$ cat src/rtl/dp_ctrl_pkg.sv
// Shared constants for the data-path arbiter: FSM encoding, slave address codes, word width.
// Latency: n/a (constants only).
// Backpressure: n/a.
package dp_ctrl_pkg;

    localparam int DATA_W_DFLT = 16;

    // Sequencer state encoding, kept as plain vectors for legacy tools.
    localparam logic [2:0] ST_IDLE  = 3'd0;
    localparam logic [2:0] ST_GRANT = 3'd1;
    localparam logic [2:0] ST_ADDR  = 3'd2;
    localparam logic [2:0] ST_DATA  = 3'd3;
    localparam logic [2:0] ST_ERR   = 3'd4;

    // Address field codes carried in the top three bits of a requester word.
    localparam logic [2:0] ADDR_S0 = 3'b001;
    localparam logic [2:0] ADDR_S1 = 3'b010;
    localparam logic [2:0] ADDR_S2 = 3'b011;

endpackage

$ cat src/rtl/dp_arbiter_if.sv
// Bundle of requester-side and slave-select signals of the shared data path.
// Latency: n/a (wiring only).
// Backpressure: requesters hold req until granted; no other flow control.
interface dp_arbiter_if
    import dp_ctrl_pkg::*;
#(
    parameter int DATA_W = DATA_W_DFLT
);
    logic              req1;
    logic              req2;
    logic [DATA_W-1:0] data_in1;
    logic [DATA_W-1:0] data_in2;
    logic              gnt1;
    logic              gnt2;
    logic              sel1;
    logic              sel2;
    logic              mux1;
    logic              hsel_0;
    logic              hsel_1;
    logic              hsel_2;
    logic              busy;
    logic              done;
    logic              err;

    // Requester / environment side.
    modport master (
        output req1, req2, data_in1, data_in2,
        input  gnt1, gnt2, sel1, sel2, mux1,
        input  hsel_0, hsel_1, hsel_2, busy, done, err
    );

    // Arbiter side.
    modport slave (
        input  req1, req2, data_in1, data_in2,
        output gnt1, gnt2, sel1, sel2, mux1,
        output hsel_0, hsel_1, hsel_2, busy, done, err
    );

endinterface

$ cat src/rtl/rr_arbiter2.sv
// Two-way round-robin pick with a last-served pointer.
// Latency: pick is combinational; pointer moves on the edge where update is high.
// Backpressure: none; caller asserts update only when it commits to the pick.
module rr_arbiter2 (
    input  logic clk,
    input  logic rst,
    input  logic req1,
    input  logic req2,
    input  logic update,
    output logic win1,
    output logic win2
);

    // 1 means requester 2 was served last, so requester 1 wins the next tie.
    logic last2_q;
    logic last2_d;

    // Pick: a lone requester wins; on a tie the one not served last wins.
    always_comb begin
        win1 = req1 && (!req2 || last2_q);
        win2 = req2 && (!req1 || !last2_q);
    end

    // Pointer follows the committed winner.
    always_comb begin
        last2_d = last2_q;
        if (update) begin
            last2_d = win2;
        end
    end

    // Pointer register, reset so requester 1 wins the first tie.
    always_ff @(posedge clk) begin
        if (!rst) begin
            last2_q <= 1'b1;
        end else begin
            last2_q <= last2_d;
        end
    end

endmodule

$ cat src/rtl/dp_arbiter.sv
// Grants the shared data path to one of two requesters, then runs GRANT/ADDR/DATA|ERR.
// Latency: request sampled at edge k -> hsel from k+2 for BEATS cycles, done one cycle after.
// Backpressure: requests are only sampled in IDLE; a started transfer always completes.
module dp_arbiter
    import dp_ctrl_pkg::*;
#(
    parameter int DATA_W = DATA_W_DFLT,
    parameter int BEATS  = 4
) (
    input  logic         clk,
    input  logic         rst,
    dp_arbiter_if.slave  bus
);

    logic [2:0] state_q, state_d;
    logic [3:0] cnt_q,   cnt_d;
    logic       mux1_q,  mux1_d;
    logic [2:0] addr_q,  addr_d;
    logic [2:0] hsel_q,  hsel_d;
    logic       done_q,  done_d;

    logic win1;
    logic win2;
    logic arb_update;

    // Payload bits travel on the data path but are not looked at here.
    logic unused_payload;
    assign unused_payload = ^{bus.data_in1[DATA_W-4:0], bus.data_in2[DATA_W-4:0]};

    assign arb_update = (state_q == ST_IDLE) && (bus.req1 || bus.req2);

    rr_arbiter2 u_rr (
        .clk    (clk),
        .rst    (rst),
        .req1   (bus.req1),
        .req2   (bus.req2),
        .update (arb_update),
        .win1   (win1),
        .win2   (win2)
    );

    // Sequencer next state, beat counter, address capture and slave decode.
    always_comb begin
        state_d = state_q;
        cnt_d   = cnt_q;
        mux1_d  = mux1_q;
        addr_d  = addr_q;
        hsel_d  = 3'b000;
        done_d  = 1'b0;
        case (state_q)
            ST_IDLE: begin
                if (win1 || win2) begin
                    state_d = ST_GRANT;
                    mux1_d  = win2;
                end
            end
            ST_GRANT: begin
                // Winner's register is loaded this cycle; keep its address field.
                addr_d  = mux1_q ? bus.data_in2[DATA_W-1:DATA_W-3]
                                 : bus.data_in1[DATA_W-1:DATA_W-3];
                state_d = ST_ADDR;
            end
            ST_ADDR: begin
                cnt_d   = 4'(BEATS - 1);
                state_d = ST_DATA;
                case (addr_q)
                    ADDR_S0: hsel_d = 3'b001;
                    ADDR_S1: hsel_d = 3'b010;
                    ADDR_S2: hsel_d = 3'b100;
                    default: state_d = ST_ERR;
                endcase
            end
            ST_DATA: begin
                if (cnt_q == 4'd0) begin
                    state_d = ST_IDLE;
                    done_d  = 1'b1;
                end else begin
                    hsel_d = hsel_q;
                    cnt_d  = cnt_q - 4'd1;
                end
            end
            ST_ERR: begin
                state_d = ST_IDLE;
            end
            default: begin
                state_d = ST_IDLE;
            end
        endcase
    end

    // State registers; reset aborts any transfer without a done pulse.
    always_ff @(posedge clk) begin
        if (!rst) begin
            state_q <= ST_IDLE;
            cnt_q   <= 4'd0;
            mux1_q  <= 1'b0;
            addr_q  <= 3'b000;
            hsel_q  <= 3'b000;
            done_q  <= 1'b0;
        end else begin
            state_q <= state_d;
            cnt_q   <= cnt_d;
            mux1_q  <= mux1_d;
            addr_q  <= addr_d;
            hsel_q  <= hsel_d;
            done_q  <= done_d;
        end
    end

    // Outputs decoded from registered state only.
    assign bus.gnt1   = (state_q == ST_GRANT) && !mux1_q;
    assign bus.gnt2   = (state_q == ST_GRANT) &&  mux1_q;
    assign bus.sel1   = bus.gnt1;
    assign bus.sel2   = bus.gnt2;
    assign bus.mux1   = mux1_q;
    assign bus.hsel_0 = hsel_q[0];
    assign bus.hsel_1 = hsel_q[1];
    assign bus.hsel_2 = hsel_q[2];
    assign bus.busy   = (state_q != ST_IDLE);
    assign bus.done   = done_q;
    assign bus.err    = (state_q == ST_ERR);

endmodule

$ cat src/flat_wrapper.sv
// flat-port wrapper written by rule: the top's interface ports become plain ports
module dp_arbiter_flat import dp_ctrl_pkg::*;
#(
    parameter int DATA_W = DATA_W_DFLT,
    parameter int BEATS  = 4
)
  (clk, rst, bus_req1, bus_req2, bus_data_in1, bus_data_in2, bus_gnt1, bus_gnt2, bus_sel1, bus_sel2, bus_mux1, bus_hsel_0, bus_hsel_1, bus_hsel_2, bus_busy, bus_done, bus_err);
  dp_arbiter_if #(.DATA_W(DATA_W)) bus_i ();
  input  logic clk;
  input  logic rst;
  input wire logic [$bits(bus_i.req1)-1:0] bus_req1;
  input wire logic [$bits(bus_i.req2)-1:0] bus_req2;
  input wire logic [$bits(bus_i.data_in1)-1:0] bus_data_in1;
  input wire logic [$bits(bus_i.data_in2)-1:0] bus_data_in2;
  output wire logic [$bits(bus_i.gnt1)-1:0] bus_gnt1;
  output wire logic [$bits(bus_i.gnt2)-1:0] bus_gnt2;
  output wire logic [$bits(bus_i.sel1)-1:0] bus_sel1;
  output wire logic [$bits(bus_i.sel2)-1:0] bus_sel2;
  output wire logic [$bits(bus_i.mux1)-1:0] bus_mux1;
  output wire logic [$bits(bus_i.hsel_0)-1:0] bus_hsel_0;
  output wire logic [$bits(bus_i.hsel_1)-1:0] bus_hsel_1;
  output wire logic [$bits(bus_i.hsel_2)-1:0] bus_hsel_2;
  output wire logic [$bits(bus_i.busy)-1:0] bus_busy;
  output wire logic [$bits(bus_i.done)-1:0] bus_done;
  output wire logic [$bits(bus_i.err)-1:0] bus_err;
  assign bus_i.req1 = bus_req1;
  assign bus_i.req2 = bus_req2;
  assign bus_i.data_in1 = bus_data_in1;
  assign bus_i.data_in2 = bus_data_in2;
  assign bus_gnt1 = bus_i.gnt1;
  assign bus_gnt2 = bus_i.gnt2;
  assign bus_sel1 = bus_i.sel1;
  assign bus_sel2 = bus_i.sel2;
  assign bus_mux1 = bus_i.mux1;
  assign bus_hsel_0 = bus_i.hsel_0;
  assign bus_hsel_1 = bus_i.hsel_1;
  assign bus_hsel_2 = bus_i.hsel_2;
  assign bus_busy = bus_i.busy;
  assign bus_done = bus_i.done;
  assign bus_err = bus_i.err;
  dp_arbiter #(.DATA_W(DATA_W), .BEATS(BEATS)) u_core (.clk(clk), .rst(rst), .bus(bus_i));
endmodule
$ cat config.mk
export PLATFORM = sky130hd
export DESIGN_NAME = dp_arbiter_flat
export DESIGN_NICKNAME = d
export VERILOG_FILES = /design/src/rtl/dp_ctrl_pkg.sv /design/src/rtl/dp_arbiter_if.sv /design/src/rtl/rr_arbiter2.sv /design/src/rtl/dp_arbiter.sv /design/src/flat_wrapper.sv
export SDC_FILE = /design/constraint.sdc
export NUM_CORES = 1
export LEC_CHECK = 0
export CAP_MARGIN = 25
export CORE_MARGIN = 2
export CORE_UTILIZATION = 36
export CTS_CLUSTER_SIZE = 30
export DETAILED_ROUTE_END_ITERATION = 8
export PLACE_DENSITY_LB_ADDON = 0.25
export RECOVER_POWER = 25
export SLEW_MARGIN = 10
export SYNTH_ARGS = -nofsm -noshare
export SYNTH_HDL_FRONTEND = slang
export SYNTH_HIERARCHICAL = 1
export SYNTH_SLANG_ARGS = --single-unit
$ cat constraint.sdc
create_clock -name clk -period 2.1 [get_ports clk]
set_clock_uncertainty 0.1 [all_clocks]
set_input_delay 0.63 -clock clk [delete_from_list [all_inputs] [get_ports clk]]
set_output_delay 0.63 -clock clk [all_outputs]
set_load 0.02 [all_outputs]
Word level (Yosys, flattened, before mapping)
Cells that the tools add are included.
{"block": "word_totals", "register_bits": 16, "latchBits": 0, "ram_bits": 0, "romBits": 0, "inputBits": 36, "out_inout_bits": 11, "elab_cells": 50, "n_memories": 0}
{"block": "classes", "n_addsub": 1, "multipliers": 0, "div_mod_pow": 0, "order_cmp": 0, "eq_ne": 10, "n_shift": 0, "n_mux": 10, "bitwise_logic": 0, "n_reduce_logical": 22}
{"operator": "3-bit by 2-bit equality test with 1-bit output (second input constant)", "n": 4}
{"operator": "3-bit two-way mux", "n": 4}
{"operator": "3-bit one-hot mux with 4 select lines", "n": 1}
{"operator": "3-bit one-hot mux with 3 select lines", "n": 1}
{"operator": "4-bit one-hot mux with 2 select lines", "n": 1}
{"operator": "2-bit AND reduction", "n": 4}
{"operator": "3-bit by 1-bit equality test with 1-bit output (second input constant)", "n": 2}
{"operator": "3-bit one-hot mux with 2 select lines", "n": 1}
{"operator": "1-bit logical AND", "n": 5}
{"operator": "1-bit zero test", "n": 4}
{"operator": "4-bit zero test", "n": 1}
{"operator": "1-bit logical OR", "n": 4}
{"operator": "4-bit two-way mux", "n": 1}
{"operator": "2-bit inequality test (second input constant)", "n": 2}
{"operator": "4-bit by 1-bit subtractor with 4-bit output (second input constant)", "n": 1}
{"operator": "3-bit equality test (second input constant)", "n": 1}
{"operator": "3-bit zero test", "n": 1}
{"operator": "3-bit nonzero test", "n": 1}
{"operator": "3-bit OR reduction", "n": 1}
{"operator": "2-bit by 1-bit inequality test with 1-bit output (second input constant)", "n": 1}
{"operator": "2-bit nonzero test", "n": 1}
{"operator": "1-bit two-way mux", "n": 1}

Logic depth before layout (Yosys ltp)
{"block": "logic_depth", "ltp_word": 6, "ltp_mapped": 5, "mapped_depth_nobuf": 5}

Hierarchy
The synthesis kept the hierarchy.
{"mod": "dp_arbiter", "n_inst": 1, "cells_per_inst": 78, "area_per_inst_um2": 737.0, "seq_area_each_um2": 300.3}
{"mod": "rr_arbiter2", "n_inst": 1, "cells_per_inst": 7, "area_per_inst_um2": 57.6, "seq_area_each_um2": 20.0}

Worst setup path after synthesis
No wires, ideal clock.
{"block": "synth_path", "kind": "register to output", "start": "reg u_core.state_q[0]", "end": "out bus_sel1", "t_arrival_ps": 1396, "t_required_ps": 1370, "setup_slack_ps": -26, "path_stages_with_launch": 4, "path_buffers": 1, "cell_sequence": "dfxtp_1 nor3b_2 nor2b_1 buf_4"}
{"block": "synth_via", "elab_chain_cells": 2}
{"item": "start, declared", "line_no": "dp_arbiter.sv:15", "text": "logic [2:0] state_q, state_d;"}
{"item": "start signal, assigned", "line_no": "dp_arbiter.sv:101", "text": "state_q <= state_d;"}
{"item": "3-bit by 1-bit equality test with 1-bit output", "line_no": "dp_arbiter.sv:111", "text": "assign bus.gnt1 = (state_q == ST_GRANT) && !mux1_q;"}
{"item": "1-bit logical AND", "line_no": "dp_arbiter.sv:111"}
{"item": "end, declared", "line_no": "flat_wrapper.sv:17", "text": "output wire logic [$bits(bus_i.sel1)-1:0] bus_sel1;"}
No other way between the ends.

Worst setup path in the final report
{"block": "layout_path", "start": "reg u_core.state_q[2]", "end": "out bus_busy"}
{"block": "layout_via", "elab_chain_cells": 1}
{"item": "3-bit nonzero test", "line_no": "dp_arbiter.sv:119", "text": "assign bus.busy = (state_q != ST_IDLE);"}
{"item": "end, declared", "line_no": "flat_wrapper.sv:23", "text": "output wire logic [$bits(bus_i.busy)-1:0] bus_busy;"}
No other way between the ends.

==> flow_metrics.tcl <==
set metrics [dict create \
    start_util_pct 37.0 \
    totalWireLength_um 1620 \
    numPortBuffers 20 \
    power_frac_comb_pct 30.3 \
    worst_r2r_path_depth 5 \
    fin_crit_ns 2.02 \
    synth_xor_area_share_pct 0 \
    hold_violations 0 \
    cts.sinks 16 \
    syn_area_per_cell_um2 9.35 \
    final_antenna_net_count 0 \
    grt_max_degree 10 \
    cellPowerDensity_nw_per_um2 717 \
    min_period_over_period_pct 96.3 \
    p_leak_nw 0.498 \
    synth_edf_count 0 \
    synthAdderAreaFrac_pct 1.57 \
    hpwl_um 1260 \
    overflow 0 \
    synth-simple-area-share_pct 26.3 \
    worst_pin_slew_ns 0.730 \
    cts_tree "done" \
    instances_no_fill 141 \
    drive_gt1_share_pct 23.0 \
    place_inst 137 \
    synth_top_family_by_area "simple AND/OR/NAND/NOR gates" \
    seq_power_share_pct 44.1 \
    maxCapViolCount 0 \
    hold_class "flop to flop" \
    yosys_warnings 6 \
    cp-end-kind "output pin" \
    drt_iter0_drc 7 \
    final_util_pct 51.7 \
    vdd_drop_max_uv 368 \
    die-area_um2 2600 \
    synth_mux_area_share_pct 3.78 \
    slew_headroom_pct 51.3 \
    timing.fmax_mhz 494 \
    start_kind "flop" \
    drc 0 \
    vias_per_cell 4.99 \
    routed-via-count 704 \
    num-nets-final 151 \
    worstSkewPairLatency_ns 0.28 \
    setup_viol 0 \
    intPower_w 0.000559 \
    slew_violations 0 \
    grt_pass1_wl_um 2750 \
    nFillCells 203 \
    switching_share_pct 29.7 \
    antenna_found_initial 0 \
    htree_levels 1 \
    track_usage_pct 13.9 \
    fp.dieW_um 51.0 \
    die_y_um 51.0 \
    p_switching_w 0.000237 \
    cts_buffer_depth 2 \
    cts_buffers 3 \
    n_antenna_cell 0 \
    wl_per_cell_um 11.5 \
    arrival_ns 1.29 \
    synth_fp_nets 122 \
    post_cts_buffers 0 \
    dpl_cell_area_um2 1070 \
    synthArstFlopShare_pct 0 \
    ioPinCount 47 \
    critPathRequiredTime_ns 1.37 \
    netlist_instances 85 \
    ctsHoldBuffers 0 \
    clk_pin_slew_worst_paths_ns 0.10 \
    ys_ff_latch 16 \
    fin_area_um2 1110 \
    holdPathStages 2 \
    root_buffer "clkbuf_4" \
    grt_pass1_vias 684 \
    synthesis.area_um2 795 \
    syn_to_final_growth_pct 39.7 \
    tns_ns 0 \
    synth-compound-area-share_pct 22.4 \
    holdWs_ns 0.366 \
    ys_seq_area_share_pct 40.3 \
    firstDrtPassIters 4 \
    gp_congestion 0.708 \
    core_area_um2 2150 \
    status "complete, no violations" \
    setup.worst_path.class "flop to output pin" \
    synth_ff_type "dfxtp_1" \
    num_rows 17 \
    rsz0062_at_grt "no" \
    worstPathMaxFanout 4 \
    yosysUniqueCellTypes 35 \
    power_frac_clock_pct 25.5 \
]
[logic make-up after synthesis]
logic type | count (synthesis)
AO/OA/AOI/OAI | 23
adder cells (fa/ha/maj) | 1
buffers and inverters | 10
flip-flops | 16
multiplexers | 3
AND/OR/NAND/NOR | 32
[power groups by stage]
| stage | clock network [W] | registers, W | logic [W] |
|---|---|---|---|
| 2_1_floorplan | 0 | 0.000360 | 0.000144 |
| 3_3_place_gp | 0 | 0.000357 | 0.000241 |
| 3_5_place_dp | 0 | 0.000358 | 0.000245 |
| 4_1_cts | 0.000212 | 0.000351 | 0.000243 |
| 5_1_grt | 0.000228 | 0.000354 | 0.000263 |
| 6_report | 0.000203 | 0.000351 | 0.000241 |
[layer usage]
| metal | wire (um) | vias to the layer above | share of wire, % | GRT usage [%] |
|---|---|---|---|---|
| met5 | 0 | - | 0 | 0 |
| met4 | 16 | 0 | 0.99 | 6.76 |
| met3 | 56 | 2 | 3.5 | 3.80 |
| met2 | 790 | 11 | 49 | 24.7 |
| met1 | 756 | 323 | 47 | 15.1 |
| li1 | - | 368 | - | - |
[path summary, 6_finish.rpt]
kind	start	endpoint	slack [ns]
max	u_core/state_q[2]	bus_busy	0.08
max reg2reg	u_core/cnt_q[0]	u_core/state_q[0]	0.27
min	u_core/hsel_q[1]	u_core/hsel_q[1]	0.37
min reg2reg	u_core/hsel_q[1]	u_core/hsel_q[1]	0.37
[Yosys cell counts, drive strengths merged, types with 3 or more instances]
cell | instances | area share [%]
dfxtp | 16 | 40
a21boi | 6 | 5.7
inv | 6 | 2.8
nand2 | 5 | 2.4
nand3 | 4 | 2.5
nor3b | 4 | 4.4
mux2i | 3 | 3.8
nor2 | 3 | 1.4
o211a | 3 | 3.8
o21a | 3 | 2.8
[registers in the layout (all words and copies together) (netlist names)]
register and count:
u_core/cnt_q 4, u_core/addr_q 3, u_core/hsel_q 3, u_core/state_q 3, u_core/bus.done 1, u_core/bus.mux1 1
u_core/u_rr/last2_q 1
[through the flow]
| stage | total power [W] | setup slack (ns) |
|---|---|---|
| 4_1_cts | 0.000806 | -0.0313 |
| 6_report | 0.000795 | 0.0768 |
| 2_1_floorplan | 0.000505 | 0.0840 |
| 3_3_place_gp | 0.000598 | 0.00688 |
| 3_5_place_dp | 0.000603 | 0.00339 |
| 5_1_grt | 0.000845 | 0.0132 |
[worst max-delay path, cell delays in order (launching register included)]
cell and delay, ns:
dfxtp_2 0.35, buf_4 0.15, nor3_4 0.19, inv_1 0.08
clkdlybuf4s15_2 0.25
[layout by cell type, fill, tap and decap left out, types with 2 or more instances in the layout]
master           count
o21ai_0              2
nor3b_1              3
o21a_1               3
mux2i_1              3
a21boi_0             3
clkdlybuf4s50_1      9
clkdlybuf4s15_2      3
a21oi_1              2
nand3_1              4
buf_4                8
nand2_1              5
nor2_1               3
o311a_1              2
or4_1                2
dfxtp_1             15
clkbuf_2             3
o211a_1              3
and3_1               2
inv_1                6
or4b_1               2
a21boi_1             3
clkbuf_4             3
dlygate4sd3_1        4
[final cells by class]
class	count	area (um2)	share of cell area [%]
multi-input cells	59	443	39.9
flip-flops and latches	16	322	29.0
repair buffers	28	251	22.7
clock buffers	4	36.3	3.27
well taps	28	35.0	3.16
inverters	6	22.5	2.03
[timing repair]
item	in CTS	in global routing
pin swaps	0	1
endpoints found under the setup margin	6	7
resized for setup	17	6
hold endpoints to repair	0	0
Power figures use the tool's default switching activity.
